File: src/rtl/uart_rx_peripheral_if.sv
// uart_rx_peripheral_if: FIFO read port and sticky status of the UART receiver
interface uart_rx_peripheral_if;
  logic       i_uart_rx_rd;
  logic       i_uart_rx_err_clr;
  logic [7:0] o_uart_rx_pdata;
  logic       o_uart_rx_valid;
  logic       o_uart_fifo_full;
  logic       o_uart_rx_parity_err;
  logic       o_uart_rx_frame_err;
  logic       o_uart_rx_overrun;
  modport master (
    output i_uart_rx_rd, i_uart_rx_err_clr,
    input  o_uart_rx_pdata, o_uart_rx_valid, o_uart_fifo_full,
           o_uart_rx_parity_err, o_uart_rx_frame_err, o_uart_rx_overrun
  );
  modport slave (
    input  i_uart_rx_rd, i_uart_rx_err_clr,
    output o_uart_rx_pdata, o_uart_rx_valid, o_uart_fifo_full,
           o_uart_rx_parity_err, o_uart_rx_frame_err, o_uart_rx_overrun
  );
endinterface

File: src/rtl/uart_rx_peripheral.sv
// uart_rx_peripheral: 16x oversampling 8N1/8E1/8O1 receiver feeding a FWFT FIFO with sticky error flags
module uart_rx_peripheral #(
  parameter int CLK_FREQ   = 50_000_000,
  parameter int BAUD_RATE  = 115200,
  parameter int PAR_EN     = 1,
  parameter int PAR_TYPE   = 0,
  parameter int FIFO_DEPTH = 16,
  parameter int DIV        = CLK_FREQ / (BAUD_RATE * 16)
) (
  input logic             i_uart_clk,
  input logic             i_uart_rst_n,
  input logic             i_uart_rx_sdata,
  uart_rx_peripheral_if.slave bus
);
  localparam int AW = $clog2(FIFO_DEPTH);
  localparam int DW = DIV > 1 ? $clog2(DIV) : 1;
  typedef enum logic [2:0] {IDLE, START, DATA, PARITY, STOP} state_t;
  state_t state, nxt;
  logic [1:0] sync;
  logic rx_s, armed, tick, centre, go, push, set_pe, set_fe, par_bad;
  logic pe_r, fe_r, ov_r;
  logic [DW-1:0] div_cnt;
  logic [3:0] smp_cnt;
  logic [2:0] bit_cnt;
  logic [7:0] shreg;
  logic [7:0] mem [FIFO_DEPTH];
  logic [AW:0] wr_ptr, rd_ptr;
  logic empty, full, do_pop, do_push;
  assign rx_s   = sync[1];
  assign tick   = div_cnt == DW'(DIV - 1);
  assign centre = tick && smp_cnt == 4'd7;
  always_ff @(posedge i_uart_clk or negedge i_uart_rst_n)
    if (!i_uart_rst_n) sync <= 2'b11;
    else sync <= {sync[0], i_uart_rx_sdata};
  always_ff @(posedge i_uart_clk or negedge i_uart_rst_n)
    if (!i_uart_rst_n) begin
      div_cnt <= '0;
      smp_cnt <= '0;
    end else if (go) begin
      div_cnt <= '0;
      smp_cnt <= '0;
    end else if (tick) begin
      div_cnt <= '0;
      smp_cnt <= smp_cnt + 4'd1;
    end else div_cnt <= div_cnt + DW'(1);
  always_ff @(posedge i_uart_clk or negedge i_uart_rst_n)
    if (!i_uart_rst_n) state <= IDLE;
    else state <= nxt;
  // leaving STOP early (at its centre) tolerates baud mismatch between ends
  always_comb begin
    nxt    = state;
    go     = 1'b0;
    push   = 1'b0;
    set_pe = 1'b0;
    set_fe = 1'b0;
    case (state)
      IDLE:   if (armed && !rx_s) begin
                nxt = START;
                go  = 1'b1;
              end
      START:  if (centre) nxt = rx_s ? IDLE : DATA;
      DATA:   if (centre && bit_cnt == 3'd7) nxt = PAR_EN != 0 ? PARITY : STOP;
      PARITY: if (centre) nxt = STOP;
      STOP:   if (centre) begin
                nxt    = IDLE;
                set_fe = !rx_s;
                set_pe = rx_s && par_bad;
                push   = rx_s && !par_bad;
              end
      default: nxt = IDLE;
    endcase
  end
  // armed is dropped on every entry to IDLE so a stuck-low line cannot retrigger
  always_ff @(posedge i_uart_clk or negedge i_uart_rst_n)
    if (!i_uart_rst_n) begin
      armed   <= 1'b0;
      bit_cnt <= '0;
      shreg   <= '0;
      par_bad <= 1'b0;
    end else begin
      armed <= state == IDLE && nxt == IDLE && (armed || rx_s);
      if (go) begin
        bit_cnt <= '0;
        par_bad <= 1'b0;
      end
      if (state == DATA && centre) begin
        shreg   <= {rx_s, shreg[7:1]};
        bit_cnt <= bit_cnt + 3'd1;
      end
      if (state == PARITY && centre) par_bad <= (^shreg ^ rx_s) != PAR_TYPE[0];
    end
  assign empty   = wr_ptr == rd_ptr;
  assign full    = wr_ptr == {~rd_ptr[AW], rd_ptr[AW-1:0]};
  assign do_pop  = bus.i_uart_rx_rd && !empty;
  assign do_push = push && (!full || do_pop);
  always_ff @(posedge i_uart_clk or negedge i_uart_rst_n)
    if (!i_uart_rst_n) begin
      wr_ptr <= '0;
      rd_ptr <= '0;
      for (int i = 0; i < FIFO_DEPTH; i++) mem[i] <= '0;
    end else begin
      if (do_push) begin
        mem[wr_ptr[AW-1:0]] <= shreg;
        wr_ptr <= wr_ptr + (AW+1)'(1);
      end
      if (do_pop) rd_ptr <= rd_ptr + (AW+1)'(1);
    end
  always_ff @(posedge i_uart_clk or negedge i_uart_rst_n)
    if (!i_uart_rst_n) begin
      pe_r <= 1'b0;
      fe_r <= 1'b0;
      ov_r <= 1'b0;
    end else begin
      pe_r <= set_pe | (pe_r & ~bus.i_uart_rx_err_clr);
      fe_r <= set_fe | (fe_r & ~bus.i_uart_rx_err_clr);
      ov_r <= (push & full & ~do_pop) | (ov_r & ~bus.i_uart_rx_err_clr);
    end
  assign bus.o_uart_rx_pdata      = mem[rd_ptr[AW-1:0]];
  assign bus.o_uart_rx_valid      = !empty;
  assign bus.o_uart_fifo_full     = full;
  assign bus.o_uart_rx_parity_err = pe_r;
  assign bus.o_uart_rx_frame_err  = fe_r;
  assign bus.o_uart_rx_overrun    = ov_r;
endmodule

File: src/flat_wrapper.sv
// flat-port wrapper written by rule: the top's interface ports become plain ports
module uart_rx_peripheral_flat 
#(
  parameter int CLK_FREQ   = 50_000_000,
  parameter int BAUD_RATE  = 115200,
  parameter int PAR_EN     = 1,
  parameter int PAR_TYPE   = 0,
  parameter int FIFO_DEPTH = 16,
  parameter int DIV        = CLK_FREQ / (BAUD_RATE * 16)
)
  (i_uart_clk, i_uart_rst_n, i_uart_rx_sdata, bus_i_uart_rx_rd, bus_i_uart_rx_err_clr, bus_o_uart_rx_pdata, bus_o_uart_rx_valid, bus_o_uart_fifo_full, bus_o_uart_rx_parity_err, bus_o_uart_rx_frame_err, bus_o_uart_rx_overrun);
  uart_rx_peripheral_if bus_i ();
  input logic i_uart_clk;
  input logic i_uart_rst_n;
  input logic i_uart_rx_sdata;
  input wire logic [$bits(bus_i.i_uart_rx_rd)-1:0] bus_i_uart_rx_rd;
  input wire logic [$bits(bus_i.i_uart_rx_err_clr)-1:0] bus_i_uart_rx_err_clr;
  output wire logic [$bits(bus_i.o_uart_rx_pdata)-1:0] bus_o_uart_rx_pdata;
  output wire logic [$bits(bus_i.o_uart_rx_valid)-1:0] bus_o_uart_rx_valid;
  output wire logic [$bits(bus_i.o_uart_fifo_full)-1:0] bus_o_uart_fifo_full;
  output wire logic [$bits(bus_i.o_uart_rx_parity_err)-1:0] bus_o_uart_rx_parity_err;
  output wire logic [$bits(bus_i.o_uart_rx_frame_err)-1:0] bus_o_uart_rx_frame_err;
  output wire logic [$bits(bus_i.o_uart_rx_overrun)-1:0] bus_o_uart_rx_overrun;
  assign bus_i.i_uart_rx_rd = bus_i_uart_rx_rd;
  assign bus_i.i_uart_rx_err_clr = bus_i_uart_rx_err_clr;
  assign bus_o_uart_rx_pdata = bus_i.o_uart_rx_pdata;
  assign bus_o_uart_rx_valid = bus_i.o_uart_rx_valid;
  assign bus_o_uart_fifo_full = bus_i.o_uart_fifo_full;
  assign bus_o_uart_rx_parity_err = bus_i.o_uart_rx_parity_err;
  assign bus_o_uart_rx_frame_err = bus_i.o_uart_rx_frame_err;
  assign bus_o_uart_rx_overrun = bus_i.o_uart_rx_overrun;
  uart_rx_peripheral #(.CLK_FREQ(CLK_FREQ), .BAUD_RATE(BAUD_RATE), .PAR_EN(PAR_EN), .PAR_TYPE(PAR_TYPE), .FIFO_DEPTH(FIFO_DEPTH), .DIV(DIV)) u_core (.i_uart_clk(i_uart_clk), .i_uart_rst_n(i_uart_rst_n), .i_uart_rx_sdata(i_uart_rx_sdata), .bus(bus_i));
endmodule
File: config.mk
export PLATFORM = sky130hd
export DESIGN_NAME = uart_rx_peripheral_flat
export DESIGN_NICKNAME = d
export VERILOG_FILES = /design/src/rtl/uart_rx_peripheral_if.sv /design/src/rtl/uart_rx_peripheral.sv /design/src/flat_wrapper.sv
export SDC_FILE = /design/constraint.sdc
export NUM_CORES = 1
export LEC_CHECK = 0
export CORE_MARGIN = 4
export CORE_UTILIZATION = 45
export CTS_CLUSTER_SIZE = 30
export DETAILED_ROUTE_END_ITERATION = 10
export MAX_ROUTING_LAYER = met4
export PLACE_DENSITY_LB_ADDON = 0.08
export SLEW_MARGIN = 20
export SYNTH_ARGS = -nofsm -noshare
export SYNTH_HDL_FRONTEND = slang
export SYNTH_SLANG_ARGS = --single-unit
File: constraint.sdc
create_clock -name i_uart_clk -period 2.4 [get_ports i_uart_clk]
set_input_delay 0.48 -clock i_uart_clk [delete_from_list [all_inputs] [get_ports i_uart_clk]]
set_output_delay 0.48 -clock i_uart_clk [all_outputs]
set_load 0.02 [all_outputs]
## Word-level counts from Yosys, hierarchy flattened

Cells that the tools add are included.
W data, S select, Z words.

- Add/subtract/negate cells: 5
- Order comparisons: 3
- Equality and inequality tests: 9
- Muxes and demuxes: 29
- Bitwise operators: 14
- Reduce and logical (&&, ||, !) cells: 24

Operators by type and width:

| kind | number |
|---|---|
| $bwmux W128 | 1 |
| $bmux W8 S4 | 1 |
| $demux W8 S4 | 1 |
| $mux W8 | 3 |
| $mux W3 | 7 |
| $add A5 B1 Y5 const B | 3 |
| $pmux W3 S5 | 1 |
| $logic_and A1 B1 Y1 | 12 |
| $eq A5 B5 Y1 | 2 |
| $ge A5 B5 Y1 const B | 2 |
| $mux W1 | 10 |
| $mux W5 | 2 |
| $not A4 Y5 | 2 |
| $mux W4 | 2 |
| $reduce_xor A8 Y1 | 1 |
| $eq A3 B2 Y1 const B | 2 |
| $eq A3 B3 Y1 const B | 2 |
| $logic_not A3 Y1 | 2 |
| $reduce_bool A2 Y1 | 3 |
| $and A1 B1 Y1 | 5 |
| $eq A5 B5 Y1 const B | 1 |
| $lt A5 B1 Y1 const B | 1 |
| $add A4 B1 Y4 const B | 1 |
| $eq A4 B3 Y1 const B | 1 |
| other kinds (8) | 16 |

- Register bits: 168
- Input bits: 5
- Output and inout bits: 13
- Logic and storage cells: 113

## Depth between registers and ports, before layout

- Depth after elaboration: 8
- Depth in mapped cells: 9

## Worst setup path before layout

No wires, ideal clock.

- Kind: reg2out
- From: reg u_core.rd_ptr[0]
- To: out bus_o_uart_rx_pdata[0]
- Arrival: 1982 ps
- Required time: 1920 ps
- Setup slack: -62 ps
- Stages on the path, launching flop included: 7
- Path buffers: 3
- Cells stage by stage: dfrtp_1 > buf_2 > buf_2 > buf_2 > mux4_2 > mux2i_1 > a21oi_1

- Word-level cells in the longest chain between the ends: 4

Ends and longest elaborated chain:

| item | line | RTL |
|---|---|---|
| start: declaration | uart_rx_peripheral.sv:27 | `logic [AW:0] wr_ptr, rd_ptr;` |
| start signal: assignment | uart_rx_peripheral.sv:106 | `if (do_pop) rd_ptr <= rd_ptr + (AW+1)'(1);` |
| $not A4 Y5 (implied by the code) | uart_rx_peripheral.sv:118 | `assign bus.o_uart_rx_pdata = mem[rd_ptr[AW-1:0]];` |
| $bmux W8 S4 | uart_rx_peripheral.sv:118 |  |
| $mux W8 (implied by the code) (2 in a row) | uart_rx_peripheral.sv:118 |  |
| end: declaration | flat_wrapper.sv:18 | `output wire logic [$bits(bus_i.o_uart_rx_pdata)-1:0] bus_o_uart_rx_pdata;` |

No other way between the ends. The select of a mux whose other input is x is not followed.

## Final worst setup path

- From: reg u_core.rd_ptr[0]
- To: out bus_o_uart_rx_pdata[1]

Same word-level chain as after synthesis.

==> flow_summary.toml <==
[run_status]
status = "finished with violations"
violations = "negative setup slack"

[cells_and_area]
num_antenna_cells = 0
fin_nets = 599
final_area_mm2 = 0.00972
layout.cells.non_filler = 821
syn_to_final_growth_pct = 20.8
drive_above_1_share_pct = 50.7

[placement]
dp_hpwl_um = 11300
io_buffers = 17
placed_cells = 776
placed_cell_area_mm2 = 0.00864
gp_congestion = 0.756

[worst_setup_path]
cp.arrival_ns = 2.20
reg2reg_to = "u_core.mem[4]"
reg2reg_slack_ns = -0.01
startpoint = "u_core.rd_ptr[0]"
r2r_start = "u_core.rd_ptr[0]"
worst_r2r_path_depth = 10
worstPathRequired_ns = 1.92
critPathKind = "flip-flop to output port"
crit_path_max_fanout = 5
cp-end-kind = "output port"
cp-start-kind = "flip-flop"

[clock_tree]
clock-sinks = 168
cts-root-buf = "clkbuf_16"
cts_buffers = 17
tritoncts = "yes"
insertion_delay_ns = 0.42
clkTransAtPathRegs_ns = 0.06
htreeDepth = 4
cts_buffer_depth = 2

[sta]
relSlewSlack_pct = 47.2
hold_violations = 0
max_clock_freq_ghz = 0.373
worst_slack_ns = -0.278
worst_pin_slew_ns = 0.791
rsz0062_at_grt = "true"
clock-skew-final_ns = 0.00817
finalMaxSlewViolations = 0
fin_crit_ns = 2.68
finalCritPeriodShare_pct = 112
setup_viol = 9
final.setup.tns_ns = -1.95
hold_ws_ns = 0.0224

[synthesis]
syn_area_mm2 = 0.00804
synth_cell_types = 45
synthCells = 540
synth.avg_cell_area_um2 = 14.9
ys_async_sr_fraction_pct = 100
yosysWarnings = 0
synth_nets = 555
synthFlopType = "dfrtp_1"
synth_edf_count = 0
synth-seq-cells = 168
seq_area_frac_synth_pct = 52.3

[grt]
busiest_layer = "met2"
gr-total-overflow = 0
grt_max_degree = 54
antenna_found_initial = 0
grt_pass1_wl_um = 27700
grt_usage_pct = 18.6
grt_util_met3_pct = 3.98
grt_pass1_vias = 4839
gr-usage-met1_pct = 24.6
gr-usage-met2_pct = 30.0

[power]
pwr-share-seq_pct = 39.4
switchingPower_mw = 2.27
leakage_nw = 4.92
power_mw = 7.86
peakVddDrop_uv = 631
powerDensity_mw_per_mm2 = 808
combPwrFrac_pct = 26.7
power.internal_mw = 5.59
p_sw_share_pct = 28.9
p_clk_share_pct = 33.8

[route]
routed_wl_um = 17300
drtIter0Drc = 212
drtPass1Iterations = 4
drc = 0
wl_per_cell_um = 21.1
vias_per_cell = 5.53
detail-route-antenna-nets = 0
via_count = 4541

[floorplan]
initial_core_util_pct = 46.2
die_w_um = 142
core_area_mm2 = 0.0174
rows = 48
die_h_um = 142
die_area_mm2 = 0.0201
top_level_ports = 18

[job]
drv_cap = 0

[min_path]
hold_path_class = "primary input to async pin"
==> Yosys cell counts (5+ instances only) <==
cell type	count	area share (%)
nand4b_4	10	3.0
dfrtp_1	166	52
ha_1	10	1.6
inv_1	7	0.33
nand2_1	19	0.89
mux2_4	6	1.1
a211oi_1	8	0.75
a21oi_1	9	0.56
mux2_1	5	0.70
xor2_1	7	0.76
mux4_2	32	9.0
buf_2	8	0.50
nor2b_1	10	0.78
nand4_1	5	0.39
nand4b_2	6	1.1
nor2_1	14	0.65
clkbuf_1	22	1.0
o21ai_0	6	0.37
mux2i_1	10	1.2
mux2_2	126	18
xnor2_1	20	2.2
==> flip-flops by register name (all words and copies together), names as in the netlist, 2 cells and up <==
register        cells
u_core.mem        128
u_core.shreg        8
u_core.div_cnt      5
u_core.rd_ptr       5
u_core.wr_ptr       5
u_core.smp_cnt      4
u_core.bit_cnt      3
u_core.state        3
u_core.sync         2
==> power by group through the flow <==
stage	Sequential (mW)	Clock [mW]	Combinational, mW
after floorplan	3.08	0	1.07
after global placement	3.13	0	1.72
after detailed placement	3.14	0	1.74
after CTS	3.10	2.71	2.00
after global routing	3.12	2.84	2.25
final	3.10	2.66	2.10
==> worst max-delay path by stage <==
stage / end / slack, ns / depth (start not counted)
floorplan: bus_o_uart_rx_pdata[0] / 0.03 / 6
global placement: bus_o_uart_rx_pdata[7] / -0.26 / 6
detailed placement: bus_o_uart_rx_pdata[7] / -0.30 / 6
CTS: bus_o_uart_rx_pdata[2] / -0.28 / 6
global route: bus_o_uart_rx_pdata[1] / -0.36 / 6
finish: bus_o_uart_rx_pdata[1] / -0.28 / 6
==> kinds of logic (layout without fill, tap and decap cells) <==
kind of cell    Yosys count  count (layout)  synth area share, %
compound gates           28              28                 2.18
fa+ha+maj                10              10                 1.56
flops                   168             168                 52.3
buf+inv                  46             101                 2.86
xor+xnor                 27              27                 2.94
simple gates             82              83                 8.51
mux                     179             179                 29.7
==> metal layers <==
metal / wire (µm) / vias to the layer above
li1: - / 2074
met1: 8100 / 2428
met2: 8730 / 33
met3: 380 / 6
met4: 109 / 0
met5: 0 / -
==> critical path, cell delays in order, from the launching register on <==
cell and delay (ns):
dfrtp_2 0.47, buf_12 0.15, buf_16 0.13, mux4_2 0.53
mux2i_4 0.20, a21oi_1 0.12, buf_4 0.18
==> metrics by stage <==
| step | setup WS (ns) | utilization, % |
|---|---|---|
| 6_report | -0.278 | 55.8 |
| 5_1_grt | -0.359 | 55.8 |
| 4_1_cts | -0.279 | 53.9 |
| 3_5_place_dp | -0.299 | 49.6 |
| 3_3_place_gp | -0.264 | 49.6 |
| 2_1_floorplan | 0.0260 | - |
==> cell usage in the layout, fill, tap and decap left out, drive strengths merged, types with 2 or more instances in the layout <==
| master | Yosys | routed |
|---|---|---|
| dfrtp | 166 | 166 |
| mux2 | 137 | 137 |
| buf | 14 | 57 |
| mux4 | 32 | 32 |
| clkbuf | 23 | 22 |
| xnor2 | 20 | 20 |
| nand2 | 19 | 19 |
| nand4b | 17 | 17 |
| nor2 | 14 | 14 |
| ha | 10 | 10 |
| nor2b | 10 | 10 |
| mux2i | 10 | 10 |
| a21oi | 9 | 9 |
| a211oi | 8 | 8 |
| xor2 | 7 | 7 |
| inv | 7 | 7 |
| o21ai | 6 | 6 |
| clkdlybuf4s50 | 0 | 6 |
| clkinv | 0 | 6 |
| nand4 | 5 | 5 |
| and3 | 4 | 5 |
| nand3 | 4 | 4 |
| nor3b | 2 | 2 |
| o22ai | 2 | 2 |
| bufinv | 0 | 2 |
| dfstp | 2 | 2 |
| and4b | 2 | 2 |
==> layout make-up <==
class | instances | area, µm²
clock buffer | 22 | 464
clock inverter | 9 | 101
fill | 1406 | 7700
inverter | 7 | 26.3
multi-input combinational | 327 | 3960
sequential | 168 | 4210
tap | 225 | 282
timing repair buffer | 63 | 683
==> repair_timing <==
| action | 4_1_cts | 5_1_grt |
|---|---|---|
| setup endpoints to repair | 19 | 126 |
| hold buffers | 0 | 0 |
| gates cloned | 2 | 2 |
| setup buffers | 4 | 7 |
| gates resized for setup | 69 | 69 |
| pin swaps | 6 | 13 |
Note: power is estimated with default switching activity, not from simulation.
